--- src/rtl/pistorm16_pkg.sv ---
// Shared defaults and helpers for the PiStorm16 Pi/Amiga clock-domain logic.
package pistorm16_pkg;

    localparam int unsigned SYNC_STAGES_DEFAULT = 2;
    localparam int unsigned PHASE_W_DEFAULT     = 6;

    function automatic logic [31:0] sat_inc(input logic [31:0] value, input logic [31:0] max_value);
        return (value >= max_value) ? max_value : value + 32'd1;
    endfunction

endpackage

--- src/rtl/mc_clk_phase_tracker_if.sv ---
// Bundle of the Amiga MC_CLK input and the phase-tracker timing outputs.
interface mc_clk_phase_tracker_if
    import pistorm16_pkg::*;
#(
    parameter int unsigned PHASE_W     = PHASE_W_DEFAULT,
    parameter int unsigned NUM_STROBES = 2
);

    logic                   MC_CLK;
    logic                   MC_LEVEL;
    logic                   MC_RISE;
    logic                   MC_FALL;
    logic [PHASE_W-1:0]     PHASE;
    logic [PHASE_W-1:0]     PERIOD;
    logic [PHASE_W-1:0]     HIGH_TIME;
    logic [NUM_STROBES-1:0] PHASE_STB;
    logic                   MC_CLK_STOPPED;
    logic                   LOCKED;

    modport master (
        input  MC_CLK,
        output MC_LEVEL, MC_RISE, MC_FALL, PHASE, PERIOD, HIGH_TIME,
               PHASE_STB, MC_CLK_STOPPED, LOCKED
    );

    modport slave (
        output MC_CLK,
        input  MC_LEVEL, MC_RISE, MC_FALL, PHASE, PERIOD, HIGH_TIME,
               PHASE_STB, MC_CLK_STOPPED, LOCKED
    );

endinterface

--- src/rtl/pi_bit_sync.sv ---
// Multi-flop synchroniser for a single asynchronous bit; reused for Pi/Amiga crossings.
module pi_bit_sync
    import pistorm16_pkg::*;
#(
    parameter int unsigned STAGES = SYNC_STAGES_DEFAULT
)(
    input  logic clk,
    input  logic rst,
    input  logic d,
    output logic q
);

    (* async_reg = "true" *) logic [STAGES-1:0] chain;

    always_ff @(posedge clk) begin
        if (rst) chain <= '0;
        else     chain <= {chain[STAGES-2:0], d};
    end

    assign q = chain[STAGES-1];

endmodule

--- src/rtl/mc_clk_phase_tracker.sv ---
// Tracks phase, period and high time of the asynchronous Amiga MC_CLK in the SYS_CLK domain.
// Optional period-lock detector enabled by defining MC_CLK_LOCK_DETECT_EN.
module mc_clk_phase_tracker
    import pistorm16_pkg::*;
#(
    parameter int unsigned                    SYNC_STAGES   = SYNC_STAGES_DEFAULT,
    parameter int unsigned                    PHASE_W       = PHASE_W_DEFAULT,
    parameter int unsigned                    NUM_STROBES   = 2,
    parameter logic [NUM_STROBES*PHASE_W-1:0] STROBE_PHASES = {6'd3, 6'd17},
    parameter int unsigned                    LOCK_COUNT    = 4,
    parameter int unsigned                    LOCK_TOL      = 1
)(
    input logic                    SYS_CLK,
    input logic                    SYS_RST,
    mc_clk_phase_tracker_if.master bus
);

    if (SYNC_STAGES < 2 || SYNC_STAGES > 4 || LOCK_COUNT < 1 || LOCK_TOL >= (32'd1 << PHASE_W)) begin : g_param_check
        $error("mc_clk_phase_tracker: illegal parameter value");
    end

    localparam logic [PHASE_W-1:0] PHASE_MAX = '1;

    logic                   sync_last;
    logic                   hist;
    logic                   rise;
    logic                   fall;
    logic [PHASE_W-1:0]     meas;
    logic [PHASE_W-1:0]     phase_next;
    logic                   stopped_next;
    logic [NUM_STROBES-1:0] stb_next;

    logic                   mc_rise;
    logic                   mc_fall;
    logic                   mc_level;
    logic [PHASE_W-1:0]     phase;
    logic [PHASE_W-1:0]     period;
    logic [PHASE_W-1:0]     high_time;
    logic [NUM_STROBES-1:0] phase_stb;
    logic                   stopped;
    logic                   period_valid;

    pi_bit_sync #(.STAGES(SYNC_STAGES)) u_sync (
        .clk (SYS_CLK),
        .rst (SYS_RST),
        .d   (bus.MC_CLK),
        .q   (sync_last)
    );

    always_ff @(posedge SYS_CLK) begin
        if (SYS_RST) hist <= 1'b0;
        else         hist <= sync_last;
    end

    assign rise = sync_last & ~hist;
    assign fall = ~sync_last & hist;

    // Strobe slices are listed first-to-last in the parameter, so strobe 0 is the leftmost field.
    always_comb begin
        meas         = PHASE_W'(sat_inc(32'(phase), 32'(PHASE_MAX)));
        phase_next   = rise ? '0 : meas;
        stopped_next = (phase_next == PHASE_MAX);
        stb_next     = '0;
        for (int unsigned i = 0; i < NUM_STROBES; i++) begin
            stb_next[i] = !stopped_next &&
                          (phase_next == STROBE_PHASES[(NUM_STROBES-1-i)*PHASE_W +: PHASE_W]);
        end
    end

    // period_valid drops in the same edge STOPPED rises, so a rise out of saturation never loads PERIOD.
    always_ff @(posedge SYS_CLK) begin
        if (SYS_RST) begin
            mc_rise      <= 1'b0;
            mc_fall      <= 1'b0;
            mc_level     <= 1'b0;
            phase        <= '0;
            period       <= '0;
            high_time    <= '0;
            phase_stb    <= '0;
            stopped      <= 1'b0;
            period_valid <= 1'b0;
        end else begin
            mc_rise   <= rise;
            mc_fall   <= fall;
            mc_level  <= sync_last;
            phase     <= phase_next;
            stopped   <= stopped_next;
            phase_stb <= stb_next;
            if (rise)              period_valid <= 1'b1;
            else if (stopped_next) period_valid <= 1'b0;
            if (rise && period_valid) period    <= meas;
            if (fall && period_valid) high_time <= meas;
        end
    end

    assign bus.MC_RISE        = mc_rise;
    assign bus.MC_FALL        = mc_fall;
    assign bus.MC_LEVEL       = mc_level;
    assign bus.PHASE          = phase;
    assign bus.PERIOD         = period;
    assign bus.HIGH_TIME      = high_time;
    assign bus.PHASE_STB      = phase_stb;
    assign bus.MC_CLK_STOPPED = stopped;

`ifdef MC_CLK_LOCK_DETECT_EN
    localparam int unsigned CNT_W = $clog2(LOCK_COUNT + 1);

    logic [CNT_W-1:0]   lock_cnt;
    logic               have_ref;
    logic [PHASE_W-1:0] delta;
    logic               in_tol;

    always_comb begin
        delta  = (meas >= period) ? meas - period : period - meas;
        in_tol = (32'(delta) <= LOCK_TOL);
    end

    // The first valid period after reset or a stop only establishes the reference.
    always_ff @(posedge SYS_CLK) begin
        if (SYS_RST || stopped_next) begin
            lock_cnt <= '0;
            have_ref <= 1'b0;
        end else if (rise && period_valid) begin
            have_ref <= 1'b1;
            if (have_ref) begin
                if (!in_tol)                            lock_cnt <= '0;
                else if (lock_cnt != CNT_W'(LOCK_COUNT)) lock_cnt <= lock_cnt + CNT_W'(1);
            end
        end
    end

    assign bus.LOCKED = (lock_cnt == CNT_W'(LOCK_COUNT));
`else
    assign bus.LOCKED = 1'b0;
`endif

endmodule
--- src/flat_wrapper.sv ---
// flat-port wrapper written by rule: the top's interface ports become plain ports
module mc_clk_phase_tracker_flat import pistorm16_pkg::*;
#(
    parameter int unsigned                    SYNC_STAGES   = SYNC_STAGES_DEFAULT,
    parameter int unsigned                    PHASE_W       = PHASE_W_DEFAULT,
    parameter int unsigned                    NUM_STROBES   = 2,
    parameter logic [NUM_STROBES*PHASE_W-1:0] STROBE_PHASES = {6'd3, 6'd17},
    parameter int unsigned                    LOCK_COUNT    = 4,
    parameter int unsigned                    LOCK_TOL      = 1
)
  (SYS_CLK, SYS_RST, bus_MC_CLK, bus_MC_LEVEL, bus_MC_RISE, bus_MC_FALL, bus_PHASE, bus_PERIOD, bus_HIGH_TIME, bus_PHASE_STB, bus_MC_CLK_STOPPED, bus_LOCKED);
  mc_clk_phase_tracker_if #(.PHASE_W(PHASE_W), .NUM_STROBES(NUM_STROBES)) bus_i ();
  input logic SYS_CLK;
  input logic SYS_RST;
  input wire logic [$bits(bus_i.MC_CLK)-1:0] bus_MC_CLK;
  output wire logic [$bits(bus_i.MC_LEVEL)-1:0] bus_MC_LEVEL;
  output wire logic [$bits(bus_i.MC_RISE)-1:0] bus_MC_RISE;
  output wire logic [$bits(bus_i.MC_FALL)-1:0] bus_MC_FALL;
  output wire logic [$bits(bus_i.PHASE)-1:0] bus_PHASE;
  output wire logic [$bits(bus_i.PERIOD)-1:0] bus_PERIOD;
  output wire logic [$bits(bus_i.HIGH_TIME)-1:0] bus_HIGH_TIME;
  output wire logic [$bits(bus_i.PHASE_STB)-1:0] bus_PHASE_STB;
  output wire logic [$bits(bus_i.MC_CLK_STOPPED)-1:0] bus_MC_CLK_STOPPED;
  output wire logic [$bits(bus_i.LOCKED)-1:0] bus_LOCKED;
  assign bus_i.MC_CLK = bus_MC_CLK;
  assign bus_MC_LEVEL = bus_i.MC_LEVEL;
  assign bus_MC_RISE = bus_i.MC_RISE;
  assign bus_MC_FALL = bus_i.MC_FALL;
  assign bus_PHASE = bus_i.PHASE;
  assign bus_PERIOD = bus_i.PERIOD;
  assign bus_HIGH_TIME = bus_i.HIGH_TIME;
  assign bus_PHASE_STB = bus_i.PHASE_STB;
  assign bus_MC_CLK_STOPPED = bus_i.MC_CLK_STOPPED;
  assign bus_LOCKED = bus_i.LOCKED;
  mc_clk_phase_tracker #(.SYNC_STAGES(SYNC_STAGES), .PHASE_W(PHASE_W), .NUM_STROBES(NUM_STROBES), .STROBE_PHASES(STROBE_PHASES), .LOCK_COUNT(LOCK_COUNT), .LOCK_TOL(LOCK_TOL)) u_core (.SYS_CLK(SYS_CLK), .SYS_RST(SYS_RST), .bus(bus_i));
endmodule
--- config.mk ---
export PLATFORM = sky130hd
export DESIGN_NAME = mc_clk_phase_tracker_flat
export DESIGN_NICKNAME = d
export VERILOG_FILES = /design/src/rtl/pistorm16_pkg.sv /design/src/rtl/mc_clk_phase_tracker_if.sv /design/src/rtl/pi_bit_sync.sv /design/src/rtl/mc_clk_phase_tracker.sv /design/src/flat_wrapper.sv
export SDC_FILE = /design/constraint.sdc
export NUM_CORES = 1
export LEC_CHECK = 0
export BUFFER_PORTS_ARGS = -buffer_cell sky130_fd_sc_hd__buf_2
export CAP_MARGIN = 20
export CORE_MARGIN = 2
export CORE_UTILIZATION = 46
export DETAILED_ROUTE_END_ITERATION = 7
export PLACE_DENSITY = 0.71
export SYNTH_ARGS = -nofsm -noshare
export SYNTH_HDL_FRONTEND = slang
export SYNTH_SLANG_ARGS = --single-unit
--- constraint.sdc ---
create_clock -name SYS_CLK -period 1.3 [get_ports SYS_CLK]
set_clock_uncertainty 0.05 [all_clocks]
set_input_delay 0 -clock SYS_CLK [delete_from_list [all_inputs] [get_ports SYS_CLK]]
set_output_delay 0 -clock SYS_CLK [all_outputs]
set_load 0.02 [all_outputs]
==> flow_metrics.tcl <==
set metrics [dict create \
    hold_class "in -> reg" \
    setup_slack_ps -138 \
    die_w_um 53.4 \
    clockBufferDepth 2 \
    crit_type "reg -> reg" \
    synth_cells 121 \
    finalMaxSlewViolations 0 \
    period_needed_ps 1440 \
    required_ps 1480 \
    drt_iter0_drc 11 \
    synth.top_cell.area_share_pct 48.2 \
    layout_common_cells "buf_2, dfxtp_1, nor2_1" \
    syn2layout_area_growth_pct 33.9 \
    htree_levels 1 \
    cts_made_buffers 3 \
    dpl_worst_slack_ps -94.2 \
    post_drt_wl_per_cell_um 14.0 \
    numPortBuffers 26 \
    diodes 0 \
    hold_slack_ps 35.9 \
    crit_chain "ha_4, mux2i_1, o21ai_2, a311oi_2" \
    grtUsageMet3_pct 5.93 \
    final_nets 163 \
    min_period_over_period_pct 111 \
    synth_cell_types 37 \
    grt.overflow.total 0 \
    use_met1_pct 23.1 \
    grt_max_degree 20 \
    start_util_pct 49.8 \
    synth_largest_area_cell "dfxtp_1" \
    cts_sinks 27 \
    synth.cell_area_um2 1120 \
    hold_violations 0 \
    ys_ff_latch 27 \
    cp_max_fo 8 \
    clkLatencyLatePin_ps 320 \
    stdcell_count 186 \
    stdcell_area_um2 1500 \
    place_inst 179 \
    cp-end-kind "register" \
    grt_usage_pct 18.8 \
    grt_pass1_vias 818 \
    hpwl_um 1790 \
    postSynthAreaPerCell_um2 9.28 \
    core_area_um2 2250 \
    cp-start-kind "register" \
    dpl-instance-area_um2 1390 \
    num_io_pins 28 \
    cts_tree "yes" \
    wl_um 2600 \
    ys_seq_area_share_pct 48.2 \
    rows 17 \
    via_per_inst 5.26 \
    ir_drop_v 0.000669 \
    rsz0062_at_grt "yes" \
    slowest_delay_ps 420 \
    synth_nets 125 \
    cts_root_buffer "clkbuf_4" \
    gp_congestion 0.847 \
    holdPathStages 4 \
    mostFrequentLayoutCell "buf_2" \
    antenna_left 0 \
    grtUsageMet2_pct 32.3 \
    power_leakage_nw 0.644 \
    p_per_area_nw_per_um2 934 \
    top_usage_layer "met2" \
    drive_gt1_share_pct 50.6 \
    power_mw 1.40 \
    ys_warn_count 0 \
    nFillCells 200 \
    rr_worst_depth 4 \
    drc 0 \
    synth.area.top_cells "dfxtp_1, nor2_1, nand2_1, a21oi_1, mux2i_1" \
    die_y_um 53.4 \
    cap_violations 0 \
    die-area_um2 2850 \
    violations "setup timing" \
    setup_viol 7 \
    dr.pass1.iters 4 \
    clkSlewWorstSetupHoldPaths_ps 140 \
    critPathSlowestCell "dfxtp_4" \
    status "complete, but fails checks" \
    antenna_found_initial 0 \
    clock.fmax_mhz 696 \
    worstPathArrival_ps 1610 \
    grt_first_pass_wirelength_um 3800 \
    vias 978 \
]
==> final timing paths <==
kind,end,slack (ps),start
max reg2reg,u_core.period_valid,-140,u_core.bus.PHASE[0]
max,u_core.period_valid,-140,u_core.bus.PHASE[0]
min,u_core.bus.PHASE[1],40,SYS_RST
min reg2reg,u_core.u_sync.chain[1],400,u_core.u_sync.chain[0]
==> cell usage after synthesis, drive strengths merged <==
master / number
dfxtp: 27
nor2: 18
nand2: 12
a21oi: 8
nand2b: 5
nand3: 5
a211oi: 4
buf: 4
mux2i: 4
nor2b: 4
a31oi: 3
and2: 3
and2b: 3
clkbuf: 2
inv: 2
o21ai: 2
a21boi: 1
a21o: 1
a311oi: 1
and3: 1
and3b: 1
and4: 1
and4b: 1
conb: 1
ha: 1
nand4b: 1
nor3: 1
nor3b: 1
nor4b: 1
o22ai: 1
or4: 1
==> critical path: cells and delay by family (launching register included) <==
kind | cells | cell delay [ps]
DFF | 1 | 420
AOI/OAI and AO/OA | 2 | 370
muxes | 1 | 290
adders and majority gates | 1 | 220
==> per-stage QoR <==
| stage | TNS (ps) | utilization, % |
|---|---|---|
| 2_1_floorplan | -94.8 | - |
| 3_3_place_gp | -15.1 | 61.5 |
| 3_5_place_dp | -188 | 61.5 |
| 4_1_cts | -415 | 63.9 |
| 5_1_grt | -1070 | 66.6 |
| 6_report | -540 | 66.6 |
==> state kept, by name, indices dropped and copies added (netlist names) <==
signal	count
u_core.bus.HIGH_TIME	6
u_core.bus.MC_CLK_STOPPED	1
u_core.bus.MC_FALL	1
u_core.bus.MC_LEVEL	1
u_core.bus.MC_RISE	1
u_core.bus.PERIOD	6
u_core.bus.PHASE	6
u_core.bus.PHASE_STB	2
u_core.period_valid	1
u_core.u_sync.chain	2
==> layer usage <==
layer / vias up / wire (µm) / share of wire (%)
li1: 488 / - / -
met5: - / 0 / 0
met1: 466 / 1140 / 44
met3: 2 / 121 / 4.7
met4: 0 / 9 / 0.35
met2: 22 / 1330 / 51
==> repair_timing <==
item	in CTS	in global routing
pin swaps	4	6
endpoints found under the hold margin	1	0
gates resized for setup	5	16
setup buffers	0	2
setup endpoints to repair	11	18
hold buffers	1	0
==> logic make-up (layout without fill, tap and decap cells) <==
family                     count (synthesis)  in the layout  synth area share, %
and+or+nand+nor                           59             59                 30.9
DFF                                       27             27                 48.2
AOI/OAI and AO/OA                         21             21                 12.0
buffers and inverters                      8             45                 3.90
muxes                                      4              4                 3.57
adders and majority gates                  1              1                 1.11
other                                      1              1                0.334
==> power breakdown <==
part           leakage (nW)  internal [mW]  switching, mW  total (mW)
sequential            0.224          0.842         0.0227       0.865
combinational         0.403         0.0908          0.101       0.192
clock                0.0177          0.115          0.231       0.346
==> final cells by class <==
type                    instances  area (µm²)  area share (%)
clock buffers                   3        22.5            1.50
flip-flops and latches         27         563            37.5
multi-input cells              86         639            42.5
inverters                       2        7.51           0.500
well taps                      28        35.0            2.33
repair buffers                 39         230            15.3
clock inverters                 1        5.00           0.333
Power figures use the tool's default switching activity.
